File: src/rtl/uart_rx.sv
// UART receiver: 2-flop synchronizer, oversampled bit timing, 3-sample majority vote,
// start/parity/stop checking and one-cycle result pulses.
module uart_rx #(
  parameter int DATA_WIDTH = 8,
  parameter int PRESCALE_W = 6
) (
  input  logic                  CLK,
  input  logic                  RST,
  input  logic                  RX_IN,
  input  logic                  PAR_EN,
  input  logic                  PAR_TYP,
  input  logic [PRESCALE_W-1:0] Prescale,
  output logic [DATA_WIDTH-1:0] P_DATA,
  output logic                  Data_Valid,
  output logic                  Par_Err,
  output logic                  Stp_Err
);

  localparam int BCW = (DATA_WIDTH > 1) ? $clog2(DATA_WIDTH) : 1;

  typedef enum logic [2:0] {
    S_IDLE,
    S_START,
    S_DATA,
    S_PARITY,
    S_STOP
  } state_t;

  state_t                r_state, w_next_state;
  logic                  r_sync1, r_sync2;
  logic [PRESCALE_W-1:0] r_prescale, r_edge_cnt;
  logic [BCW-1:0]        r_bit_cnt;
  logic [DATA_WIDTH-1:0] r_shift;
  logic                  r_samp_a, r_samp_b, r_bit_val;
  logic                  r_par_en, r_par_typ, r_bad;

  logic                  w_rx_s;
  logic [PRESCALE_W-1:0] w_half;
  logic                  w_at_s0, w_at_s1, w_at_vote, w_at_glitch, w_at_last;
  logic                  w_vote, w_exp_par, w_last_bit;
  logic                  w_deliver, w_par_fail, w_stp_fail;

  assign w_rx_s      = r_sync2;
  assign w_half      = r_prescale >> 1;
  assign w_at_s0     = (r_edge_cnt == w_half - PRESCALE_W'(2));
  assign w_at_s1     = (r_edge_cnt == w_half - PRESCALE_W'(1));
  assign w_at_vote   = (r_edge_cnt == w_half);
  assign w_at_glitch = (r_edge_cnt == w_half + PRESCALE_W'(1));
  assign w_at_last   = (r_edge_cnt == r_prescale - PRESCALE_W'(1));
  assign w_vote      = (r_samp_a & r_samp_b) | (r_samp_a & w_rx_s) | (r_samp_b & w_rx_s);
  assign w_exp_par   = (^r_shift) ^ r_par_typ;
  assign w_last_bit  = (r_bit_cnt == BCW'(DATA_WIDTH - 1));

  always_ff @(posedge CLK or posedge RST) begin
    if (RST) r_state <= S_IDLE;
    else     r_state <= w_next_state;
  end

  always_comb begin
    // NOTE: every output of this block is defaulted first so no path leaves one unassigned (no latch).
    w_next_state = r_state;
    w_deliver    = 1'b0;
    w_par_fail   = 1'b0;
    w_stp_fail   = 1'b0;
    unique case (r_state)
      S_IDLE:   if (!w_rx_s) w_next_state = S_START;
      S_START: begin
        // r_bit_val holds the start-bit vote from the previous cycle.
        if (w_at_glitch && r_bit_val) w_next_state = S_IDLE;
        else if (w_at_last)           w_next_state = S_DATA;
      end
      S_DATA:   if (w_at_last && w_last_bit) w_next_state = r_par_en ? S_PARITY : S_STOP;
      S_PARITY: if (w_at_last) begin
        w_next_state = S_STOP;
        w_par_fail   = (r_bit_val != w_exp_par);
      end
      S_STOP:   if (w_at_last) begin
        w_next_state = S_IDLE;
        w_stp_fail   = ~r_bit_val;
        w_deliver    = r_bit_val & ~r_bad;
      end
      default:  w_next_state = S_IDLE;
    endcase
  end

  // NOTE: sequential state uses non-blocking assignments so every flop sees pre-edge values.
  always_ff @(posedge CLK or posedge RST) begin
    if (RST) begin
      // NOTE: the shift register is a handful of flops, not a memory, so it is reset like the rest.
      r_sync1    <= 1'b1;
      r_sync2    <= 1'b1;
      r_prescale <= '0;
      r_edge_cnt <= '0;
      r_bit_cnt  <= '0;
      r_shift    <= '0;
      r_samp_a   <= 1'b1;
      r_samp_b   <= 1'b1;
      r_bit_val  <= 1'b1;
      r_par_en   <= 1'b0;
      r_par_typ  <= 1'b0;
      r_bad      <= 1'b0;
      P_DATA     <= '0;
      Data_Valid <= 1'b0;
      Par_Err    <= 1'b0;
      Stp_Err    <= 1'b0;
    end else begin
      r_sync1    <= RX_IN;
      r_sync2    <= r_sync1;
      Data_Valid <= w_deliver;
      Par_Err    <= w_par_fail;
      Stp_Err    <= w_stp_fail;
      if (w_deliver) P_DATA <= r_shift;

      if (r_state == S_IDLE) begin
        r_edge_cnt <= '0;
        r_bit_cnt  <= '0;
        if (!w_rx_s) begin
          r_prescale <= Prescale;
          r_par_en   <= PAR_EN;
          r_par_typ  <= PAR_TYP;
          r_bad      <= 1'b0;
        end
      end else begin
        r_edge_cnt <= w_at_last ? '0 : r_edge_cnt + PRESCALE_W'(1);
        if (w_at_s0) r_samp_a <= w_rx_s;
        if (w_at_s1) r_samp_b <= w_rx_s;
        if (w_at_vote) begin
          r_bit_val <= w_vote;
          if (r_state == S_DATA) r_shift <= {w_vote, r_shift[DATA_WIDTH-1:1]};
        end
        if (r_state == S_DATA && w_at_last)
          r_bit_cnt <= w_last_bit ? '0 : r_bit_cnt + BCW'(1);
        if (w_par_fail) r_bad <= 1'b1;
      end
    end
  end

endmodule

File: config.mk
export PLATFORM = sky130hd
export DESIGN_NAME = uart_rx
export DESIGN_NICKNAME = d
export VERILOG_FILES = /design/src/rtl/uart_rx.sv
export SDC_FILE = /design/constraint.sdc
export NUM_CORES = 1
export LEC_CHECK = 0
export ABC_CLOCK_PERIOD_IN_PS = 2600
export CORE_MARGIN = 2
export CORE_UTILIZATION = 55
export DETAILED_ROUTE_END_ITERATION = 10
export PLACE_DENSITY = 0.78
export SKIP_LAST_GASP = 1
export SLEW_MARGIN = 5
export SYNTH_ARGS = -nofsm -noshare
export SYNTH_HDL_FRONTEND = slang
export SYNTH_SLANG_ARGS = --single-unit
File: constraint.sdc
create_clock -name CLK -period 2.6 [get_ports CLK]
set_clock_uncertainty 0.1 [all_clocks]
set_input_delay 0.26 -clock CLK [delete_from_list [all_inputs] [get_ports CLK]]
set_output_delay 0.26 -clock CLK [all_outputs]
set_load 0.1 [all_outputs]
### Yosys cells after proc, flatten, opt, wreduce, memory -nomap -nowiden

Cells that the tools add are included.

* reductions and logical operators: 14
* bitwise logic cells: 11
* eq/ne operators: 16
* $add $sub $neg: 6
* mux-type cells: 22

Operator list (count)
* 3-bit 2-to-1 mux: 10
* 6-bit equality test: 4
* 3-bit one-hot mux with 5 select lines: 1
* 6-bit 2-to-1 mux: 2
* 2-bit AND reduction: 5
* 1-bit 2-to-1 mux: 9
* 2-bit inequality test (second input constant): 4
* 8-bit XOR reduction: 1
* 5-bit by 1-bit adder with 6-bit output (second input constant): 1
* 6-bit by 1-bit adder with 6-bit output (second input constant): 1
* 3-bit by 2-bit equality test with 1-bit output (second input constant): 2
* 3-bit equality test (second input constant): 2
* 6-bit by 5-bit equality test with 1-bit output: 1
* 5-bit by 1-bit subtractor with 6-bit output (second input constant): 1
* 5-bit by 2-bit subtractor with 6-bit output (second input constant): 1
* 6-bit by 1-bit subtractor with 6-bit output (second input constant): 1
* 5-bit AND reduction: 1
* 1-bit AND: 4
* 1-bit NOT: 4
* 2-bit nonzero test: 2
* 3-bit by 1-bit adder with 3-bit output (second input constant): 1
* 3-bit by 1-bit equality test with 1-bit output (second input constant): 1
* 1-bit logical AND: 3
* 3-bit logical NOT: 1
* other kinds (5): 6

* output and inout bits: 11
* register bits: 45

### Depth between registers and ports, before layout

* depth after elaboration: 7
* gate-level depth with buffers: 10
* gate-level depth less buffers: 8

### Worst setup path before layout

No wires, ideal clock.

* path kind: flip-flop to flip-flop
* start point: register r_prescale[2]
* end point: register P_DATA[0]
* data arrival time: 2.156 ns
* stages on the path, launching flop included: 10
* setup slack: 0.218 ns
* clock period less this slack: 2.382 ns
* path through: dfrtp_1 -> inv_1 -> ha_1 -> a21boi_0 -> nand2_1 -> xnor2_1 -> and4bb_1 -> buf_6 -> nand4b_4 -> mux2_2

* cells in the longest elaborated chain, start to end: 4

Ends and longest elaborated chain
* start, declared: RTL line 31 `logic [PRESCALE_W-1:0] r_prescale, r_edge_cnt;`
* start signal, assigned: RTL line 118 `r_prescale <= Prescale;`
* 6-bit by 1-bit subtractor with 6-bit output: RTL line 49 `assign w_at_last = (r_edge_cnt == r_prescale - PRESCALE_W'(1));`
* 6-bit equality test: RTL line 49
* 1-bit 2-to-1 mux: RTL line 77 `S_STOP: if (w_at_last) begin`
* 1-bit 2-to-1 mux: RTL line 65 `unique case (r_state)`
* end signal, assigned: RTL line 112 `if (w_deliver) P_DATA <= r_shift;`
* end, declared: RTL line 13 `output logic [DATA_WIDTH-1:0] P_DATA,`

No other way between the ends.
A chain may end at the register's enable or synchronous reset.

### Final worst setup path

* start point: register r_prescale[2]
* end point: register P_DATA[3]

Same word-level chain as after synthesis.

==> results.md <==
- Initial antenna violation count: 0
- Hold Worst Slack: about 0.26 ns
- Number of enable flip-flop cells after synthesis: 0
- Post-Syn Area: between 2000 and 2500 µm²
- Final worst setup slack: roughly 0.18 ns
- Global-route wire length before repair: ~8000 µm
- Pwr Density: 1040 nW/µm²
- TritonCTS buffer count: 5
- Port bufs: 21
- Max cap viols: 0
- DRC: 0
- Fmax: 0.413 GHz
- Routed via count: roughly 1700
- Area of the core: roughly 4400 µm²
- Mapped Nets: between 200 and 300
- Root Driver: clkbuf_8
- Worst-Margin Slew: between 0.5 and 0.6 ns
- Post-Syn Instances: roughly 240
- Maximum fanout along the worst path: 9
- Worst Path Arrival: 2.51 ns
- Ports: 22
- Synth Register Bits: between 40 and 50
- Min Tclk post-route: roughly 2.4 ns
- Largest net degree at the start of global routing: 46
- Asr flop ratio synth: 100%
- Final period util: 93.1%
- Critical path capture point type: register
- Most frequent cells in the layout: dfrtp_1, xnor2_1, mux2_2
- Layout net count: ~280
- Antenna diodes: 0
- HP Start: RX_IN
- Commonest non-fill, non-tap cell in the layout: dfrtp_1
- Unique cell type count in the Yosys netlist: 42
- Reg2Reg Depth: 8
- Die Y: a little over 70 µm
- Seq/Total Area, Yosys: 45.7%
- Worst r2r src: r_prescale[2]
- CTS H-tree lvls: 2
- TritonCTS clock tree: built
- Outcome: finished clean
- Setup TNS: 0 ns
- Worst reg-to-reg setup slack: ~0.18 ns
- Die X: between 70 and 80 µm
- # setup viols final: 0
- Iteration-0 DRC Markers: between 150 and 200
- Slew margin rel.: between 60% and 70%
- Detail Placement HPWL: 3330 µm
- Ys Warns: 0
- Leak Pwr: 1.36 nW
- Worst min path class: in2reg
- Pins Over Slew Limit: 0
- Total GRT Usage: roughly a fifth
- Final WL: ~4600 µm
- Hold path endpoint: r_sync1
- RR Endpoint: P_DATA[3]
- Post-Place Worst Slack: approximately 0.085 ns
- RSZ-0062 raised after global routing: no
- Antenna-violating nets left: 0
- Fin. Hold Viols: 0
- Die ar.: just over 5000 µm²
- Initial Utilization: approximately 57%
- WHS Path Cells: 1
- Crit path kind: reg2reg
- Row Count: 24
- Crit path launch type: register
- Clk_lat worst skew: roughly 0.3 ns
- Max rail drop VDD: between 0.0006 and 0.0007 V
- Aggregate global routing overflow: 0
- Avg Cell Area, Syn: 10.5 µm²
- Share of cells above drive strength 1: around 23%
- Pre-antenna DRT Iters: 4
- Vias in the first global route: approximately 1700
- Mean routed wirelength per cell: roughly 15 µm
- Synth Flop Type: dfrtp_1
- CP required: around 2.7 ns
- P&R area growth vs syn: 14.0%
- Clock Sinks: between 40 and 50
- GPL Wtd Cong: ~0.93
- Clk pin slew, worst setup/hold paths: 0.09 ns
- Clock Tree Buf Depth: 2
- Via/cell ratio: approximately 5.5
[kinds of logic after synthesis]
group / count (synthesis) / share of synthesized area [%]
AOI/OAI and AO/OA: 32 / 7.87
xor gates and xnor gates: 33 / 11.7
adders and majority gates: 11 / 5.45
buffers and inverters: 24 / 4.59
DFF: 45 / 45.7
muxes: 24 / 10.8
and+or+nand+nor: 66 / 14.0
[synth_stat cells (all sizes together), types with 2 or more instances]
cell type  instances  area, µm²
dfrtp             40       1000
xnor2             23        201
mux2              21        236
nand2             17       63.8
nor2              17       63.8
inv               14       52.6
o21ai             12       60.1
ha                10        125
xor2              10       87.6
a21oi              8       40.0
nand3              6       30.0
nor3               6       30.0
buf                5       31.3
clkbuf             5       30.0
dfstp              5        131
nand2b             4       25.0
mux2i              3       30.0
nand4              3       18.8
o211ai             3       22.5
a211oi             2       15.0
nand4b             2       32.5
nor2b              2       12.5
nor3b              2       15.0
nor4               2       12.5
[critical path, cell delays in order, from the launching register on]
cell and delay (ns):
dfrtp_1 0.38, inv_1 0.14, ha_1 0.21, a21boi_1 0.27, nand2_1 0.13, xnor2_2 0.17, and4bb_2 0.38, nand4b_4 0.20
mux2_2 0.32
[area by class of cell]
class	instances	area [µm²]
Sequential cell	45	1130
Clock buffer	5	68.8
Tap cell	52	65.1
Timing Repair Buffer	29	243
Fill cell	361	1530
Multi-Input combinational cell	166	1240
Inverter	14	52.6
Clock inverter	3	25.0
[state kept, by name (all words and copies together), names as in the netlist]
signal      flops
r_sync1         1
r_shift         8
Data_Valid      1
r_bit_cnt       3
r_bit_val       1
r_edge_cnt      6
r_par_en        1
r_sync2         1
Stp_Err         1
r_samp_b        1
Par_Err         1
P_DATA          8
r_par_typ       1
r_state         3
r_samp_a        1
r_prescale      6
r_bad           1
[routing by layer]
metal	part of all wire, %	global-route usage (%)	up-vias
li1	-	-	854
met1	49	29.0	819
met2	46	31.7	40
met3	4.1	3.56	4
met4	0.98	6.08	0
met5	0	0	-
[what timing repair did]
action | CTS | global route
hold buffers | 0 | 0
resized for setup | 0 | 3
endpoints found under the setup margin | 0 | 11
buffers inserted | 0 | 0
[report_power, final]
part | total (W) | leakage, nW | internal [W] | switching, W
Combinational | 0.00140 | 0.728 | 0.000661 | 0.000734
Sequential | 0.00110 | 0.585 | 0.000871 | 0.000228
Clock | 0.000455 | 0.0447 | 0.000194 | 0.000261
Total | 0.00295 | 1.36 | 0.00173 | 0.00122
[how the worst max path moves through the flow]
stage,depth (start not counted),slack (ns),from,end
5_1_grt,8,0.01,r_prescale[2],P_DATA[1]
3_3_place_gp,8,0.19,r_prescale[2],P_DATA[5]
4_1_cts,8,0.07,r_prescale[2],P_DATA[0]
2_1_floorplan,9,0.22,r_prescale[2],P_DATA[0]
3_5_place_dp,8,0.08,r_prescale[2],P_DATA[5]
6_report,8,0.18,r_prescale[2],P_DATA[3]
[stage by stage]
stage / std cells / total power (W) / util [%] / area, µm²
after floorplan: 235 / 0.00217 / - / 2480
after global placement: 306 / 0.00246 / 62.6 / 2730
after detailed placement: 306 / 0.00247 / 62.6 / 2730
after CTS: 314 / 0.00294 / 64.7 / 2820
after global routing: 314 / 0.00319 / 64.9 / 2830
final: 314 / 0.00295 / 64.9 / 2830
(Power assumes the default switching activity.)
